`config.mk`:
```
export PLATFORM = sky130hd
export DESIGN_NAME = lookup_arbiter_flat
export DESIGN_NICKNAME = d
export VERILOG_FILES = /design/src/rtl/lookup_arbiter_if.sv /design/src/rtl/lookup_arbiter.sv /design/src/flat_wrapper.sv
export SDC_FILE = /design/constraint.sdc
export NUM_CORES = 1
export LEC_CHECK = 0
export ABC_AREA = 1
export CAP_MARGIN = 20
export CORE_ASPECT_RATIO = 1.25
export CORE_MARGIN = 1
export CORE_UTILIZATION = 48
export DETAILED_ROUTE_END_ITERATION = 8
export PLACE_DENSITY = 0.8
export SLEW_MARGIN = 20
export SYNTH_ARGS = -nofsm -noshare
export SYNTH_HDL_FRONTEND = slang
export SYNTH_SLANG_ARGS = --single-unit
```
`constraint.sdc`:
```
create_clock -name CLK -period 1.9 [get_ports CLK]
set_input_delay 0.38 -clock CLK [delete_from_list [all_inputs] [get_ports CLK]]
set_output_delay 0.38 -clock CLK [all_outputs]
set_load 0.02 [all_outputs]
```
`src/rtl/lookup_arbiter_if.sv`:
```
`default_nettype none
// ============================================================================
//  Module   : lookup_arbiter_if
//  Purpose  : Requester handshake and lookup-unit bus bundle for
//             lookup_arbiter. The arbiter uses the slave view. The
//             surrounding environment uses the master view.
//  Revision : 1.0  initial release
// ============================================================================
interface lookup_arbiter_if;
    // requester side
    logic       req0, req1;
    logic [3:0] num0, num1;
    logic       sel0, sel1;
    logic       mode0, mode1;
    logic       ack0, ack1;
    logic [7:0] rsp_digit1, rsp_digit0;
    logic       rsp_warning;
    // lookup-unit side
    logic       lk_valid;
    logic [3:0] lk_number;
    logic       lk_selection, lk_mode;
    logic       lk_done;
    logic [7:0] lk_digit1, lk_digit0;
    logic       lk_warning;

    modport slave (
        input  req0, req1, num0, num1, sel0, sel1, mode0, mode1,
        output ack0, ack1, rsp_digit1, rsp_digit0, rsp_warning,
        output lk_valid, lk_number, lk_selection, lk_mode,
        input  lk_done, lk_digit1, lk_digit0, lk_warning
    );

    modport master (
        output req0, req1, num0, num1, sel0, sel1, mode0, mode1,
        input  ack0, ack1, rsp_digit1, rsp_digit0, rsp_warning,
        input  lk_valid, lk_number, lk_selection, lk_mode,
        output lk_done, lk_digit1, lk_digit0, lk_warning
    );
endinterface
`default_nettype wire

```
`src/rtl/lookup_arbiter.sv`:
```
`default_nettype none
// ============================================================================
//  Module   : lookup_arbiter
//  Purpose  : Round-robin two-way arbiter and sequencer for the shared
//             number-lookup unit. It issues one strobe per grant and waits
//             for completion with a timeout. It returns the result to the
//             winner and keeps BCD hit and error counters.
//  Revision : 1.0  initial release
// ============================================================================
module lookup_arbiter #(
    parameter int TIMEOUT = 15
) (
    input  logic            CLK,
    input  logic            clear_n,
    lookup_arbiter_if.slave bus,
    output logic            busy,
    output logic [7:0]      ok_cnt0,
    output logic [7:0]      ok_cnt1,
    output logic [7:0]      err_cnt,
    output logic            to_flag
);

    localparam logic [7:0] C_TIMER_LAST = 8'(TIMEOUT - 1);

    typedef enum logic [1:0] {
        S_IDLE  = 2'd0,
        S_ISSUE = 2'd1,
        S_WAIT  = 2'd2,
        S_RESP  = 2'd3
    } state_t;

    state_t     r_state, w_state_nxt;
    logic       r_gnt, w_gnt_nxt;
    logic       r_last_gnt;
    logic [7:0] r_timer;
    logic       w_done, w_timeout, w_finish;

    logic       r_ack0, r_ack1, r_lk_valid, r_busy, r_to_flag;
    logic [3:0] r_lk_number;
    logic       r_lk_selection, r_lk_mode;
    logic [7:0] r_rsp_digit1, r_rsp_digit0;
    logic       r_rsp_warning;
    logic [7:0] r_ok_cnt0, r_ok_cnt1, r_err_cnt;

    // Two-digit BCD increment, 99 wraps to 00.
    function automatic logic [7:0] bcd_inc(input logic [7:0] v);
        logic [7:0] res;
        if (v[3:0] == 4'd9) begin
            res[3:0] = 4'd0;
            res[7:4] = (v[7:4] == 4'd9) ? 4'd0 : v[7:4] + 4'd1;
        end else begin
            res = {v[7:4], v[3:0] + 4'd1};
        end
        return res;
    endfunction

    // State register.
    always_ff @(posedge CLK or negedge clear_n) begin
        if (!clear_n) r_state <= S_IDLE;
        else          r_state <= w_state_nxt;
    end

    // Next-state, grant decision and WAIT completion decode.
    always_comb begin
        w_state_nxt = r_state;
        w_gnt_nxt   = r_gnt;
        w_done      = 1'b0;
        w_timeout   = 1'b0;
        case (r_state)
            S_IDLE: begin
                if (bus.req0 || bus.req1) begin
                    w_state_nxt = S_ISSUE;
                    // On a tie the requester not served last wins.
                    if (bus.req0 && bus.req1) w_gnt_nxt = ~r_last_gnt;
                    else                      w_gnt_nxt = bus.req1;
                end
            end
            S_ISSUE: w_state_nxt = S_WAIT;
            S_WAIT: begin
                // A completion on the last timer cycle beats the timeout.
                if (bus.lk_done) begin
                    w_done      = 1'b1;
                    w_state_nxt = S_RESP;
                end else if (r_timer == C_TIMER_LAST) begin
                    w_timeout   = 1'b1;
                    w_state_nxt = S_RESP;
                end
            end
            S_RESP:  w_state_nxt = S_IDLE;
            default: w_state_nxt = S_IDLE;
        endcase
    end

    assign w_finish = w_done | w_timeout;

    // Registered datapath: grant latch, strobes, timer, response and counters.
    always_ff @(posedge CLK or negedge clear_n) begin
        if (!clear_n) begin
            r_gnt          <= 1'b0;
            r_last_gnt     <= 1'b1;
            r_timer        <= 8'd0;
            r_ack0         <= 1'b0;
            r_ack1         <= 1'b0;
            r_lk_valid     <= 1'b0;
            r_busy         <= 1'b0;
            r_to_flag      <= 1'b0;
            r_lk_number    <= 4'd0;
            r_lk_selection <= 1'b0;
            r_lk_mode      <= 1'b0;
            r_rsp_digit1   <= 8'd0;
            r_rsp_digit0   <= 8'd0;
            r_rsp_warning  <= 1'b0;
            r_ok_cnt0      <= 8'd0;
            r_ok_cnt1      <= 8'd0;
            r_err_cnt      <= 8'd0;
        end else begin
            r_lk_valid <= 1'b0;
            r_ack0     <= 1'b0;
            r_ack1     <= 1'b0;
            r_busy     <= (w_state_nxt != S_IDLE);

            if (r_state == S_IDLE && w_state_nxt == S_ISSUE) begin
                r_gnt          <= w_gnt_nxt;
                r_lk_valid     <= 1'b1;
                r_lk_number    <= w_gnt_nxt ? bus.num1  : bus.num0;
                r_lk_selection <= w_gnt_nxt ? bus.sel1  : bus.sel0;
                r_lk_mode      <= w_gnt_nxt ? bus.mode1 : bus.mode0;
            end

            if (r_state == S_ISSUE) r_timer <= 8'd0;
            else if (r_state == S_WAIT && !w_finish) r_timer <= r_timer + 8'd1;

            if (w_finish) begin
                r_ack0 <= ~r_gnt;
                r_ack1 <= r_gnt;
                if (w_done) begin
                    r_rsp_digit1  <= bus.lk_digit1;
                    r_rsp_digit0  <= bus.lk_digit0;
                    r_rsp_warning <= bus.lk_warning;
                end else begin
                    r_rsp_digit1  <= 8'd0;
                    r_rsp_digit0  <= 8'd0;
                    r_rsp_warning <= 1'b1;
                    r_to_flag     <= 1'b1;
                end
                if (w_done && !bus.lk_warning) begin
                    if (r_gnt) r_ok_cnt1 <= bcd_inc(r_ok_cnt1);
                    else       r_ok_cnt0 <= bcd_inc(r_ok_cnt0);
                end else begin
                    r_err_cnt <= bcd_inc(r_err_cnt);
                end
            end

            if (r_state == S_RESP) r_last_gnt <= r_gnt;
        end
    end

    assign bus.ack0         = r_ack0;
    assign bus.ack1         = r_ack1;
    assign bus.rsp_digit1   = r_rsp_digit1;
    assign bus.rsp_digit0   = r_rsp_digit0;
    assign bus.rsp_warning  = r_rsp_warning;
    assign bus.lk_valid     = r_lk_valid;
    assign bus.lk_number    = r_lk_number;
    assign bus.lk_selection = r_lk_selection;
    assign bus.lk_mode      = r_lk_mode;
    assign busy             = r_busy;
    assign ok_cnt0          = r_ok_cnt0;
    assign ok_cnt1          = r_ok_cnt1;
    assign err_cnt          = r_err_cnt;
    assign to_flag          = r_to_flag;

endmodule
`default_nettype wire

```
`src/flat_wrapper.sv`:
```
// flat-port wrapper written by rule: the top's interface ports become plain ports
module lookup_arbiter_flat 
#(
    parameter int TIMEOUT = 15
)
  (CLK, clear_n, busy, ok_cnt0, ok_cnt1, err_cnt, to_flag, bus_req0, bus_req1, bus_num0, bus_num1, bus_sel0, bus_sel1, bus_mode0, bus_mode1, bus_ack0, bus_ack1, bus_rsp_digit1, bus_rsp_digit0, bus_rsp_warning, bus_lk_valid, bus_lk_number, bus_lk_selection, bus_lk_mode, bus_lk_done, bus_lk_digit1, bus_lk_digit0, bus_lk_warning);
  lookup_arbiter_if bus_i ();
  input  logic CLK;
  input  logic clear_n;
  output logic busy;
  output logic [7:0] ok_cnt0;
  output logic [7:0] ok_cnt1;
  output logic [7:0] err_cnt;
  output logic to_flag;
  input wire logic [$bits(bus_i.req0)-1:0] bus_req0;
  input wire logic [$bits(bus_i.req1)-1:0] bus_req1;
  input wire logic [$bits(bus_i.num0)-1:0] bus_num0;
  input wire logic [$bits(bus_i.num1)-1:0] bus_num1;
  input wire logic [$bits(bus_i.sel0)-1:0] bus_sel0;
  input wire logic [$bits(bus_i.sel1)-1:0] bus_sel1;
  input wire logic [$bits(bus_i.mode0)-1:0] bus_mode0;
  input wire logic [$bits(bus_i.mode1)-1:0] bus_mode1;
  output wire logic [$bits(bus_i.ack0)-1:0] bus_ack0;
  output wire logic [$bits(bus_i.ack1)-1:0] bus_ack1;
  output wire logic [$bits(bus_i.rsp_digit1)-1:0] bus_rsp_digit1;
  output wire logic [$bits(bus_i.rsp_digit0)-1:0] bus_rsp_digit0;
  output wire logic [$bits(bus_i.rsp_warning)-1:0] bus_rsp_warning;
  output wire logic [$bits(bus_i.lk_valid)-1:0] bus_lk_valid;
  output wire logic [$bits(bus_i.lk_number)-1:0] bus_lk_number;
  output wire logic [$bits(bus_i.lk_selection)-1:0] bus_lk_selection;
  output wire logic [$bits(bus_i.lk_mode)-1:0] bus_lk_mode;
  input wire logic [$bits(bus_i.lk_done)-1:0] bus_lk_done;
  input wire logic [$bits(bus_i.lk_digit1)-1:0] bus_lk_digit1;
  input wire logic [$bits(bus_i.lk_digit0)-1:0] bus_lk_digit0;
  input wire logic [$bits(bus_i.lk_warning)-1:0] bus_lk_warning;
  assign bus_i.req0 = bus_req0;
  assign bus_i.req1 = bus_req1;
  assign bus_i.num0 = bus_num0;
  assign bus_i.num1 = bus_num1;
  assign bus_i.sel0 = bus_sel0;
  assign bus_i.sel1 = bus_sel1;
  assign bus_i.mode0 = bus_mode0;
  assign bus_i.mode1 = bus_mode1;
  assign bus_ack0 = bus_i.ack0;
  assign bus_ack1 = bus_i.ack1;
  assign bus_rsp_digit1 = bus_i.rsp_digit1;
  assign bus_rsp_digit0 = bus_i.rsp_digit0;
  assign bus_rsp_warning = bus_i.rsp_warning;
  assign bus_lk_valid = bus_i.lk_valid;
  assign bus_lk_number = bus_i.lk_number;
  assign bus_lk_selection = bus_i.lk_selection;
  assign bus_lk_mode = bus_i.lk_mode;
  assign bus_i.lk_done = bus_lk_done;
  assign bus_i.lk_digit1 = bus_lk_digit1;
  assign bus_i.lk_digit0 = bus_lk_digit0;
  assign bus_i.lk_warning = bus_lk_warning;
  lookup_arbiter #(.TIMEOUT(TIMEOUT)) u_core (.CLK(CLK), .clear_n(clear_n), .bus(bus_i), .busy(busy), .ok_cnt0(ok_cnt0), .ok_cnt1(ok_cnt1), .err_cnt(err_cnt), .to_flag(to_flag));
endmodule
```
==> impl.org <==
** Die
- Measured along the x axis, the die boundary spans 73.67 um.
- In this run the vertical extent of the chip is 91.59 um.
- Pin placement for this block handled 86 I/O pins.
- The die covers 6747 um2.
- Once the floorplan was initialized, standard cells occupied 49.98% of the core.
- The region available for standard cell placement spans 6166 um2.
- Num rows :: 32

** Yosys
- The number of different library cells used by synthesis comes to 34.
- The share of the Yosys chip area taken by registers is 52.01%.
- After technology mapping, the gate count stands at 363.
- The Yosys step of the flow raised 0 warnings.
- Number of register bits inferred by synthesis :: 64
- Mean instance size in the synthesized netlist :: 8.490 um2
- Total nets after synthesis :: 404
- Combined area of all synthesized cells :: 3082 um2

** Setup path
- In this run the worst path has a maximum fanout of 6.
- STA classifies the critical path endpoint as a primary output.
- At the worst endpoint, the required time is 1.52 ns.
- In this run the number of cells on the critical path is 1.
- Endpoint arrival time on the critical path :: 1.42 ns
- Critical path, cell by cell :: clkdlybuf4s50_1
- Together, buffers and inverters on the worst path number 1.
- Among cell families on the critical path, the largest total delay comes from buffers and inverters.
- The critical path is of the reg -> out type.
- Worst R2R Path Depth :: 8
- CP max stage delay :: 0.64 ns
- Crit start category :: register
- CP max-delay cell :: sky130_fd_sc_hd__clkdlybuf4s50_1

** STA
- Max-slew headroom :: 65.10%
- The number of max-slew violations in the final report is 0.
- Clock tree skew after final layout :: 0.007795 ns
- Of the available clock period, the critical path in the final layout requires 94.56%.
- Maximum operating frequency :: 0.5566 GHz
- Setup repair after global routing missed its margin :: no
- Final hold violation count :: 0
- The worst path meets setup with 0.1034 ns of slack.
- Setup violations remaining at the end of the flow were counted as 0.
- Final TNS setup :: 0 ns
- The smallest clock period supported by the final layout is computed as 1.797 ns.
- Hold slack :: 0.02568 ns
- For the pin with the worst max-slew slack, the measured transition is 0.5235 ns.

** Clock network
- The number of setup buffers added after CTS is 0.
- Clock root buffer :: sky130_fd_sc_hd__clkbuf_8
- Num CTS Buffers :: 9
- Level count of the clock H-tree :: 3
- In this run, post-CTS repair resized a total of 0 instances.
- At the later pin of the worst-skew pair, clock insertion delay measures 0.33 ns.
- Total number of clock tree sinks :: 64
- Hold-fix buffer count after cts :: 0
- TritonCTS built the clock tree.
- Maximum number of buffers from clock root to sink :: 2
- Clock Pin Slew Worst Setup and Hold Paths :: 0.07 ns

** Global routing
- Number of global-route vias before repair :: 2638
- Global routing finished with a remaining overflow of 0.
- Entering global routing, the biggest net connects 26 pins.
- The first global-routing pass estimated 11410 um of wire.
- The number of antenna violations at the first check in global routing is 0.
- Total Routing Usage GR :: 22.19%

** Placement
- Once placement finished, the instance area stood at 4081 um2.
- Weighted congestion reported at the end of routability-driven placement :: 0.8039
- Pre-CTS setup slack :: 0.05253 ns
- Once detailed placement completed, the half-perimeter wirelength came to 5107 um.
- During placement, the flow inserted port buffers numbering 85.

** Detailed routing
- Iteration-0 DRC count of the detailed router :: 112
- First-pass detailed-route iteration total :: 4
- Total Routed Length :: 6698 um
- In the routed design, unresolved DRC markers number 0.
- Remaining antenna violation count after routing :: 0
- In the final routed layout, each cell accounts on average for 12.16 um.
- Total number of vias :: 2618
- Using the TritonRoute via totals, the vias-per-cell ratio works out to 4.751.

** Run
- Across the run, the number of max-cap violations was 0.

** Status
- The flow ran to the end, and the final reports show no timing, DRC or antenna violations.

** Pwr
- The completed layout was analyzed and its total power is 6.385 mW.
- Relative contribution of sequential cells to total power :: 34.9%
- VDD IR max :: 0.0008751 V
- The internal power of the cells totals 3.896 mW.
- Of the total power, combinational logic draws 45.0%.
- The analysis attributes to net switching a power of 2.489 mW.
- Of the total power, the share spent switching nets is 38.98%.
- Summed over all cells, the static leakage comes to 2.167 nW.
- Power spread over the standard cell area amounts to 1483 nW/um2.
- The clock network burns 20.1% of the power.

** Layout
- The finished cells cover 4304 um2.
- Leading cell types in the layout, fill and taps excluded :: sky130_fd_sc_hd__nand2_1, sky130_fd_sc_hd__clkdlybuf4s50_1, sky130_fd_sc_hd__dfrtp_1
- Share of post-route cells with drive strength above 1 :: 10.30%
- The repair_antennas step left the layout with diodes totalling 0.
- Area growth from synthesis to layout :: 39.67%
- Most common cell after layout, fill and taps aside :: sky130_fd_sc_hd__nand2_1
- Number of nets in the finished design :: 503

** Worst hold path
- The worst hold path belongs to the class in -> async.
## registers in the layout, indices dropped and copies added, names as in the netlist, 2 cells and up
| signal | flops |
|---|---|
| u_core.bus.lk_number | 4 |
| u_core.bus.rsp_digit0 | 8 |
| u_core.bus.rsp_digit1 | 8 |
| u_core.err_cnt | 8 |
| u_core.ok_cnt0 | 8 |
| u_core.ok_cnt1 | 8 |
| u_core.r_state | 2 |
| u_core.r_timer | 8 |
## worst paths after layout
check                                         startpoint                        to  slack [ns]
worst max-delay path                   u_core.err_cnt[0]                err_cnt[0]        0.10
worst min-delay path                             clear_n         u_core.ok_cnt0[4]        0.03
worst max register to register         u_core.r_state[0]         u_core.ok_cnt0[7]        0.18
worst min register to register  u_core.bus.rsp_digit1[6]  u_core.bus.rsp_digit1[6]        0.47
max in group asynchronous                        clear_n         u_core.err_cnt[3]        1.36
min in group CLK                u_core.bus.rsp_digit1[6]  u_core.bus.rsp_digit1[6]        0.47
## metrics by stage
stage,utilization [%],cells
2_1_floorplan,-,363
3_3_place_gp,66.19,536
3_5_place_dp,66.19,536
4_1_cts,69.76,551
5_1_grt,69.81,551
6_report,69.81,551
## kinds of logic after synthesis
logic type                 synth area share [%]
and+or+nand+nor                           29.64
DFF                                       52.01
buffers and inverters                     5.562
AOI/OAI and AO/OA                         5.116
xor gates and xnor gates                  4.831
adders and majority gates                 2.842
## per-layer routing
| metal | global-route usage, % | routed length, um |
|---|---|---|
| met2 | 36.70 | 3414 |
| met1 | 27.43 | 2862 |
| met4 | 8.333 | 82 |
| met5 | 0 | 0 |
| met3 | 5.660 | 339 |
## Yosys cell counts
| library cell | n | area share, % |
|---|---|---|
| sky130_fd_sc_hd__o22ai_1 | 1 | 0.20 |
| sky130_fd_sc_hd__clkbuf_1 | 1 | 0.12 |
| sky130_fd_sc_hd__nand3_2 | 2 | 0.65 |
| sky130_fd_sc_hd__nor3_2 | 2 | 0.65 |
| sky130_fd_sc_hd__inv_2 | 3 | 0.37 |
| sky130_fd_sc_hd__o21ai_1 | 1 | 0.16 |
| sky130_fd_sc_hd__buf_6 | 1 | 0.37 |
| sky130_fd_sc_hd__nand2_2 | 5 | 1.0 |
| sky130_fd_sc_hd__inv_1 | 37 | 4.5 |
| sky130_fd_sc_hd__o31ai_1 | 1 | 0.24 |
| sky130_fd_sc_hd__nand3_1 | 16 | 2.6 |
| sky130_fd_sc_hd__nand2_4 | 3 | 1.1 |
| sky130_fd_sc_hd__ha_1 | 7 | 2.8 |
| sky130_fd_sc_hd__o211ai_1 | 2 | 0.49 |
| sky130_fd_sc_hd__inv_4 | 1 | 0.20 |
| sky130_fd_sc_hd__nand2_1 | 130 | 16 |
| sky130_fd_sc_hd__a21oi_1 | 4 | 0.65 |
| sky130_fd_sc_hd__dfstp_2 | 1 | 0.85 |
| sky130_fd_sc_hd__nor2_4 | 1 | 0.37 |
| sky130_fd_sc_hd__xor2_1 | 17 | 4.8 |
| sky130_fd_sc_hd__nand4_1 | 2 | 0.41 |
| sky130_fd_sc_hd__o21bai_1 | 3 | 0.73 |
| sky130_fd_sc_hd__nor3b_2 | 1 | 0.41 |
| sky130_fd_sc_hd__nor2_2 | 5 | 1.0 |
| sky130_fd_sc_hd__or2_2 | 2 | 0.41 |
| sky130_fd_sc_hd__a21boi_0 | 1 | 0.24 |
| sky130_fd_sc_hd__dfrtp_1 | 63 | 51 |
| sky130_fd_sc_hd__o21ai_0 | 13 | 2.1 |
| sky130_fd_sc_hd__nor2_1 | 32 | 3.9 |
| sky130_fd_sc_hd__and3_1 | 1 | 0.20 |
| sky130_fd_sc_hd__nor2_8 | 1 | 0.65 |
| sky130_fd_sc_hd__o311ai_0 | 1 | 0.28 |
| sky130_fd_sc_hd__nor4_1 | 1 | 0.20 |
| sky130_fd_sc_hd__nand3b_1 | 1 | 0.24 |
## cell type report
type / count / area, um2
clock inverter: 3 / 65.06
timing repair buffer: 90 / 908.4
tap: 85 / 106.4
clock buffer: 12 / 155.1
fill: 493 / 1862
sequential: 64 / 1603
multi-input combinational: 256 / 1310
inverter: 41 / 156.4
## power by group through the flow
stage	registers [mW]	clock network [mW]	logic, mW
floorplan	2.69	0	1.14
global placement	2.23	0	2.81
detailed placement	2.24	0	2.89
CTS	2.23	1.31	2.90
global route	2.29	1.37	3.17
finish	2.23	1.28	2.88
Note: power is estimated with default switching activity, not from simulation.
